**src/rtl/timer_counter_mc_if.sv**
```systemverilog
// Register-side bundle of the multi-compare timer.
// Config, compare and write strobes in; count, match and flags out.
interface timer_counter_mc_if #(
    parameter int CNT_W   = 64,
    parameter int NUM_CMP = 4,
    parameter int DIV_W   = 8
);
    logic                     timer_en;
    logic                     div_en;
    logic [DIV_W-1:0]         div_val;
    logic                     auto_reload;
    logic                     halt_req;
    logic                     halt_ack;
    logic                     cnt_wr_lo;
    logic                     cnt_wr_hi;
    logic [31:0]              wr_data;
    logic [NUM_CMP*CNT_W-1:0] cmp_val;
    logic [NUM_CMP-1:0]       cmp_en;
    logic [NUM_CMP-1:0]       int_clr;
    logic [CNT_W-1:0]         cnt_val;
    logic [NUM_CMP-1:0]       cmp_match;
    logic [NUM_CMP-1:0]       int_st;
    logic                     ovf;

    modport master (
        output timer_en, div_en, div_val, auto_reload, halt_req,
        output cnt_wr_lo, cnt_wr_hi, wr_data,
        output cmp_val, cmp_en, int_clr,
        input  halt_ack, cnt_val, cmp_match, int_st, ovf
    );

    modport slave (
        input  timer_en, div_en, div_val, auto_reload, halt_req,
        input  cnt_wr_lo, cnt_wr_hi, wr_data,
        input  cmp_val, cmp_en, int_clr,
        output halt_ack, cnt_val, cmp_match, int_st, ovf
    );
endinterface

```
**src/rtl/timer_counter_mc.sv**
```systemverilog
// Multi-compare timer counter: prescaler, auto-reload, debug halt,
// split counter writes and sticky per-channel match interrupts.
module timer_counter_mc #(
    parameter int CNT_W   = 64,
    parameter int NUM_CMP = 4,
    parameter int DIV_W   = 8
) (
    input logic               clk,
    input logic               rst_n,
    timer_counter_mc_if.slave bus
);

    localparam bit HAS_HI = (CNT_W > 32);

    logic [CNT_W-1:0]   cnt_q, cnt_d;
    logic [DIV_W-1:0]   div_cnt_q, div_cnt_d;
    logic               ovf_q, ovf_d;
    logic               delay_en_q;
    logic               halt_ack_q;
    logic [NUM_CMP-1:0] match_q;
    logic [NUM_CMP-1:0] int_st_q, int_st_d;
    logic [NUM_CMP-1:0] match;

    logic               wr_hi;
    logic               wr_any;
    logic               dis_clr;
    logic               run;
    logic               tick;
    logic               reload;
    logic [CNT_W-1:0]   wr_val;
    logic [CNT_W-1:0]   cmp0;

    assign wr_hi   = bus.cnt_wr_hi & HAS_HI;
    assign wr_any  = bus.cnt_wr_lo | wr_hi;
    assign dis_clr = ~bus.timer_en & delay_en_q;
    assign run     = bus.timer_en & ~halt_ack_q;
    assign tick    = ~bus.div_en | (div_cnt_q == bus.div_val);
    assign cmp0    = bus.cmp_val[CNT_W-1:0];
    assign reload  = bus.auto_reload & (cnt_q == cmp0);

    assign wr_val[31:0] = bus.cnt_wr_lo ? bus.wr_data
                                        : cnt_q[31:0];

    generate
        if (HAS_HI) begin : g_hi
            assign wr_val[CNT_W-1:32] =
                wr_hi ? bus.wr_data[CNT_W-33:0]
                      : cnt_q[CNT_W-1:32];
        end
    endgenerate

    always_comb begin
        match = '0;
        for (int i = 0; i < NUM_CMP; i++) begin
            match[i] = bus.cmp_en[i] &
                       (cnt_q == bus.cmp_val[i*CNT_W +: CNT_W]);
        end
    end

    // Prescaler restarts on any write or disable so a loaded value
    // gets a full tick period before it advances.
    always_comb begin
        div_cnt_d = div_cnt_q;
        if (dis_clr || wr_any || !bus.div_en) begin
            div_cnt_d = '0;
        end else if (run) begin
            div_cnt_d = tick ? '0 : div_cnt_q + DIV_W'(1);
        end
    end

    always_comb begin
        cnt_d = cnt_q;
        ovf_d = ovf_q;
        if (dis_clr) begin
            cnt_d = '0;
            ovf_d = 1'b0;
        end else if (wr_any) begin
            cnt_d = wr_val;
        end else if (run && tick) begin
            if (reload) begin
                cnt_d = '0;
            end else begin
                cnt_d = cnt_q + CNT_W'(1);
                if (&cnt_q) begin
                    ovf_d = 1'b1;
                end
            end
        end
    end

    // Set wins over clear so a fresh match is never lost.
    assign int_st_d = (int_st_q & ~bus.int_clr) | (match & ~match_q);

    always_ff @(posedge clk or negedge rst_n) begin
        if (!rst_n) begin
            cnt_q      <= '0;
            div_cnt_q  <= '0;
            ovf_q      <= 1'b0;
            delay_en_q <= 1'b0;
            halt_ack_q <= 1'b0;
            match_q    <= '0;
            int_st_q   <= '0;
        end else begin
            cnt_q      <= cnt_d;
            div_cnt_q  <= div_cnt_d;
            ovf_q      <= ovf_d;
            delay_en_q <= bus.timer_en;
            halt_ack_q <= bus.halt_req;
            match_q    <= match;
            int_st_q   <= int_st_d;
        end
    end

    assign bus.cnt_val   = cnt_q;
    assign bus.cmp_match = match;
    assign bus.int_st    = int_st_q;
    assign bus.ovf       = ovf_q;
    assign bus.halt_ack  = halt_ack_q;

endmodule
```
**src/flat_wrapper.sv**
```systemverilog
// flat-port wrapper written by rule: the top's interface ports become plain ports
module timer_counter_mc_flat 
#(
    parameter int CNT_W   = 64,
    parameter int NUM_CMP = 4,
    parameter int DIV_W   = 8
)
  (clk, rst_n, bus_timer_en, bus_div_en, bus_div_val, bus_auto_reload, bus_halt_req, bus_cnt_wr_lo, bus_cnt_wr_hi, bus_wr_data, bus_cmp_val, bus_cmp_en, bus_int_clr, bus_halt_ack, bus_cnt_val, bus_cmp_match, bus_int_st, bus_ovf);
  timer_counter_mc_if #(.CNT_W(CNT_W), .NUM_CMP(NUM_CMP), .DIV_W(DIV_W)) bus_i ();
  input logic clk;
  input logic rst_n;
  input wire logic [$bits(bus_i.timer_en)-1:0] bus_timer_en;
  input wire logic [$bits(bus_i.div_en)-1:0] bus_div_en;
  input wire logic [$bits(bus_i.div_val)-1:0] bus_div_val;
  input wire logic [$bits(bus_i.auto_reload)-1:0] bus_auto_reload;
  input wire logic [$bits(bus_i.halt_req)-1:0] bus_halt_req;
  input wire logic [$bits(bus_i.cnt_wr_lo)-1:0] bus_cnt_wr_lo;
  input wire logic [$bits(bus_i.cnt_wr_hi)-1:0] bus_cnt_wr_hi;
  input wire logic [$bits(bus_i.wr_data)-1:0] bus_wr_data;
  input wire logic [$bits(bus_i.cmp_val)-1:0] bus_cmp_val;
  input wire logic [$bits(bus_i.cmp_en)-1:0] bus_cmp_en;
  input wire logic [$bits(bus_i.int_clr)-1:0] bus_int_clr;
  output wire logic [$bits(bus_i.halt_ack)-1:0] bus_halt_ack;
  output wire logic [$bits(bus_i.cnt_val)-1:0] bus_cnt_val;
  output wire logic [$bits(bus_i.cmp_match)-1:0] bus_cmp_match;
  output wire logic [$bits(bus_i.int_st)-1:0] bus_int_st;
  output wire logic [$bits(bus_i.ovf)-1:0] bus_ovf;
  assign bus_i.timer_en = bus_timer_en;
  assign bus_i.div_en = bus_div_en;
  assign bus_i.div_val = bus_div_val;
  assign bus_i.auto_reload = bus_auto_reload;
  assign bus_i.halt_req = bus_halt_req;
  assign bus_i.cnt_wr_lo = bus_cnt_wr_lo;
  assign bus_i.cnt_wr_hi = bus_cnt_wr_hi;
  assign bus_i.wr_data = bus_wr_data;
  assign bus_i.cmp_val = bus_cmp_val;
  assign bus_i.cmp_en = bus_cmp_en;
  assign bus_i.int_clr = bus_int_clr;
  assign bus_halt_ack = bus_i.halt_ack;
  assign bus_cnt_val = bus_i.cnt_val;
  assign bus_cmp_match = bus_i.cmp_match;
  assign bus_int_st = bus_i.int_st;
  assign bus_ovf = bus_i.ovf;
  timer_counter_mc #(.CNT_W(CNT_W), .NUM_CMP(NUM_CMP), .DIV_W(DIV_W)) u_core (.clk(clk), .rst_n(rst_n), .bus(bus_i));
endmodule
```
**config.mk**
```make
export PLATFORM = sky130hd
export DESIGN_NAME = timer_counter_mc_flat
export DESIGN_NICKNAME = d
export VERILOG_FILES = /design/src/rtl/timer_counter_mc_if.sv /design/src/rtl/timer_counter_mc.sv /design/src/flat_wrapper.sv
export SDC_FILE = /design/constraint.sdc
export NUM_CORES = 1
export LEC_CHECK = 0
export CORE_AREA = 2 2 151 153
export CTS_CLUSTER_DIAMETER = 40
export DETAILED_ROUTE_END_ITERATION = 8
export DIE_AREA = 0 0 153 155
export PLACE_DENSITY = 0.77
export SYNTH_ARGS = -nofsm -noshare
export SYNTH_HDL_FRONTEND = slang
export SYNTH_SLANG_ARGS = --single-unit
```
**constraint.sdc**
```tcl
create_clock -name clk -period 3.3 [get_ports clk]
set_input_delay 0.33 -clock clk [delete_from_list [all_inputs] [get_ports clk]]
set_output_delay 0.33 -clock clk [all_outputs]
set_load 0.1 [all_outputs]
```
==> flow_metrics.py <==
metrics = {
    "timing": {
        "hold_viol_final": 0,
        "whs_ps": 130.0,
        "rsz0062_at_grt": "false",
        "tightest_slew_ps": 1052,
        "timing.final.crit_share": 0.9972,
        "max_freq_mhz": 303.9,
        "setup_viol_count_final": 0,
        "max_slew_margin": 0.2986,
        "slew_violations": 0,
        "setup_slack_ps": 9.311,
        "period_minus_slack_ps": 3291,
        "fin_skew_ps": 11.75,
    },
    "synth": {
        "yosysSeqAreaShare": 0.2366,
        "synthFlopType": "dfrtp_1",
        "synth_cell_types": 72,
        "async_flop_share": 1.000,
        "avgSynthCellArea_sq_um": 7.837,
        "synth_edf_count": 0,
        "yosys_warnings": 0,
        "syn_inst": 1120,
        "synth_seq_cells": 83,
        "syn-num-nets": 1434,
        "synth.cell_area_sq_mm": 0.008777,
    },
    "worst_setup_path": {
        "r2r_slack_ps": 220,
        "cp-start-kind": "flop",
        "cp-end-kind": "primary output",
        "critPathKind": "reg -> out",
        "r2r-start": "u_core.bus.cnt_val[21]",
        "rr_endpoint": "u_core.bus.cnt_val[58]",
        "critical_path.max_fanout": 5,
        "cp_data_arrival_time_ps": 2960,
        "reg2reg_depth": 11,
        "cp.required_ps": 2970,
    },
    "floorplan": {
        "core_sq_mm": 0.02223,
        "dieWidth_um": 153,
        "die-area_sq_mm": 0.02372,
        "start_util": 0.3949,
        "rows": 55,
        "ios": 386,
        "die_height_um": 155,
    },
    "power": {
        "powerDensity_mw_per_mm2": 381.0,
        "ir_drop_mv": 0.2528,
        "power_w": 0.005274,
        "p_leak_nw": 5.593,
    },
    "job": {
        "maxCapViolCount": 0,
    },
    "routing": {
        "wl_per_cell_um": 31.46,
        "drtPass1Iterations": 6,
        "postRouteAntennaNets": 0,
        "drt_first_iter_violations": 1680,
        "viasPerCell": 6.589,
        "vias": 12151,
        "drc": 0,
        "detail_route.wirelength_mm": 58.01,
    },
    "cts": {
        "clock_path_buffers": 2,
        "cts_tree": "yes",
        "clockRootBuffer": "clkbuf_16",
        "cts.sinks": 83,
        "cts_inserted_buffers": 9,
        "cts.clk_slew.worst_paths_ps": 70,
        "clk_latency_ps": 360,
        "htreeDepth": 3,
    },
    "placed_design": {
        "place_ws_ps": -107.3,
        "hpwl_mm": 46.71,
        "place_inst": 1824,
        "io_buffers": 385,
        "gp_congestion": 1.074,
        "placed_area_sq_mm": 0.01348,
    },
    "layout": {
        "instances_no_fill": 1844,
        "area_growth_pct": 57.70,
        "drive_gt1_frac": 0.1689,
        "final_area_sq_mm": 0.01384,
        "nets": 1866,
    },
    "global_routing": {
        "grt_pass1_vias": 12076,
        "grt.total_usage": 0.4696,
        "grt_first_pass_wirelength_mm": 81.23,
        "antenna_found_initial": 4,
        "overflow": 0,
        "grt_max_degree": 71,
    },
    "run_status": {
        "status": "complete, no violations",
    },
    "hold_path": {
        "hold_path_class": "in -> async",
    },
}
## registers in the layout (all words and copies together) (netlist names)
register / flops
u_core.bus.cnt_val: 64
u_core.div_cnt_q: 8
u_core.bus.ovf: 1
u_core.bus.int_st: 4
u_core.match_q: 4
u_core.delay_en_q: 1
u_core.bus.halt_ack: 1
## critical path, cell delays in order, from the launching register on
cell,delay [ps]
dfrtp_2,490
xor2_1,190
nor4_2,380
buf_4,200
nand4_1,210
buf_6,220
nor4_4,250
buf_4,180
buf_4,140
nand2_1,90
inv_2,90
buf_12,170
## layout by cell type (no fill, tap or decap), types with 4 or more instances in the layout
cell / count
a21oi_1: 35
a221oi_1: 8
a22o_1: 17
a22oi_1: 36
a31oi_1: 18
a32oi_1: 4
and3_1: 25
and4_1: 5
buf_12: 9
buf_4: 195
clkbuf_16: 9
clkdlybuf4s50_1: 317
dfrtp_1: 73
dfrtp_2: 10
inv_1: 64
nand2_1: 76
nand2b_1: 6
nand3_1: 41
nand4_1: 49
nor2_1: 37
nor3_1: 27
nor4_1: 64
nor4_2: 5
o2111ai_1: 6
o21a_1: 4
o21ai_0: 43
o21ai_1: 4
o221ai_1: 4
o22ai_1: 28
o2bb2ai_1: 19
o311ai_0: 4
o31ai_1: 16
o32ai_1: 7
or2_2: 5
or3_1: 8
or4_1: 9
xnor2_1: 75
xor2_1: 129
## kinds of logic (layout without fill, tap and decap cells)
kind of cell               after synthesis  in the layout  synth area share
and+or+nand+nor                        385            385            0.2480
AOI/OAI and AO/OA                      279            279            0.2225
xor gates and xnor gates               204            204            0.2036
buffers and inverters                  167            604           0.08639
DFF                                     83             83            0.2366
adders and majority gates                2              2          0.002851
other                                    0              2                 0
## cells in the mapped netlist (4+ instances only)
cell type / instances / area (sq um)
nor4_1: 66 / 412.9
a32oi_1: 4 / 35.03
or4_1: 9 / 67.56
nand2b_1: 6 / 37.54
nand4_1: 49 / 306.5
dfrtp_1: 83 / 2077
buf_6: 6 / 67.56
o21a_1: 4 / 30.03
a21oi_1: 35 / 175.2
o22ai_1: 28 / 175.2
inv_1: 65 / 244.0
a31oi_1: 20 / 125.1
nor2_1: 39 / 146.4
xnor2_1: 75 / 656.9
buf_4: 8 / 60.06
or2_2: 5 / 31.28
xor2_1: 129 / 1130
o221ai_1: 4 / 35.03
o21ai_1: 4 / 20.02
buf_2: 45 / 225.2
nand2_1: 76 / 285.3
o21ai_0: 43 / 215.2
o32ai_1: 7 / 61.31
nand3_1: 41 / 205.2
or3_1: 8 / 50.05
clkbuf_1: 37 / 138.9
o2111ai_1: 6 / 52.55
a22o_1: 17 / 148.9
o311ai_0: 4 / 35.03
and4_1: 5 / 43.79
a22oi_1: 36 / 270.3
and3_1: 25 / 156.4
buf_1: 5 / 18.77
a221oi_1: 8 / 70.07
nor3_1: 28 / 140.1
o31ai_1: 16 / 120.1
o2bb2ai_1: 19 / 166.4
## what timing repair did
item	in CTS	in global routing
hold endpoints to repair	0	0
hold buffers	0	0
setup endpoints to repair	1	3
gates resized for setup	1	7
pin swaps	1	2
buffers inserted	1	1
## metrics by stage
| stage | setup TNS, ps | utilization |
|---|---|---|
| final | 0 | 0.6227 |
| after CTS | 0 | 0.6215 |
| after floorplan | -27.10 | - |
| after global placement | -674.2 | 0.6066 |
| after detailed placement | -248.4 | 0.6066 |
| after global routing | 0 | 0.6227 |
## power by group
group,leakage (nW),internal (W),switching [W]
sequential,1.06,0.00111,0.000273
combinational,4.38,0.000992,0.00176
clock,0.156,0.000610,0.000533
## worst max path at each step
stage,startpoint,endpoint,slack (ps),cells past startpoint
4_1_cts,u_core.bus.cnt_val[9],bus_cmp_match[0],10,10
5_1_grt,u_core.bus.cnt_val[21],bus_cmp_match[0],20,11
3_3_place_gp,bus_cmp_val[62],u_core.bus.cnt_val[32],-110,12
2_1_floorplan,u_core.bus.cnt_val[29],bus_cmp_match[3],-30,6
6_report,u_core.bus.cnt_val[21],bus_cmp_match[0],9,11
3_5_place_dp,bus_cmp_val[62],u_core.bus.cnt_val[32],-110,12
## layout make-up
class                   count  area (sq um)
fillers                  2002          8386
multi-input cells         870          5997
repair buffers            522          4828
flip-flops and latches     83          2090
well taps                 285         356.6
inverters                  66         247.7
clock buffers               9         225.2
clock inverters             7         92.59
diodes                      2         5.005
## metal layers
metal	up-vias	routed length (um)	track usage
met2	1125	25930	0.7452
met4	4	4711	0.3258
li1	5034	-	-
met1	5713	20340	0.5663
met3	275	6995	0.1086
met5	-	30	0
Power figures use the tool's default switching activity.
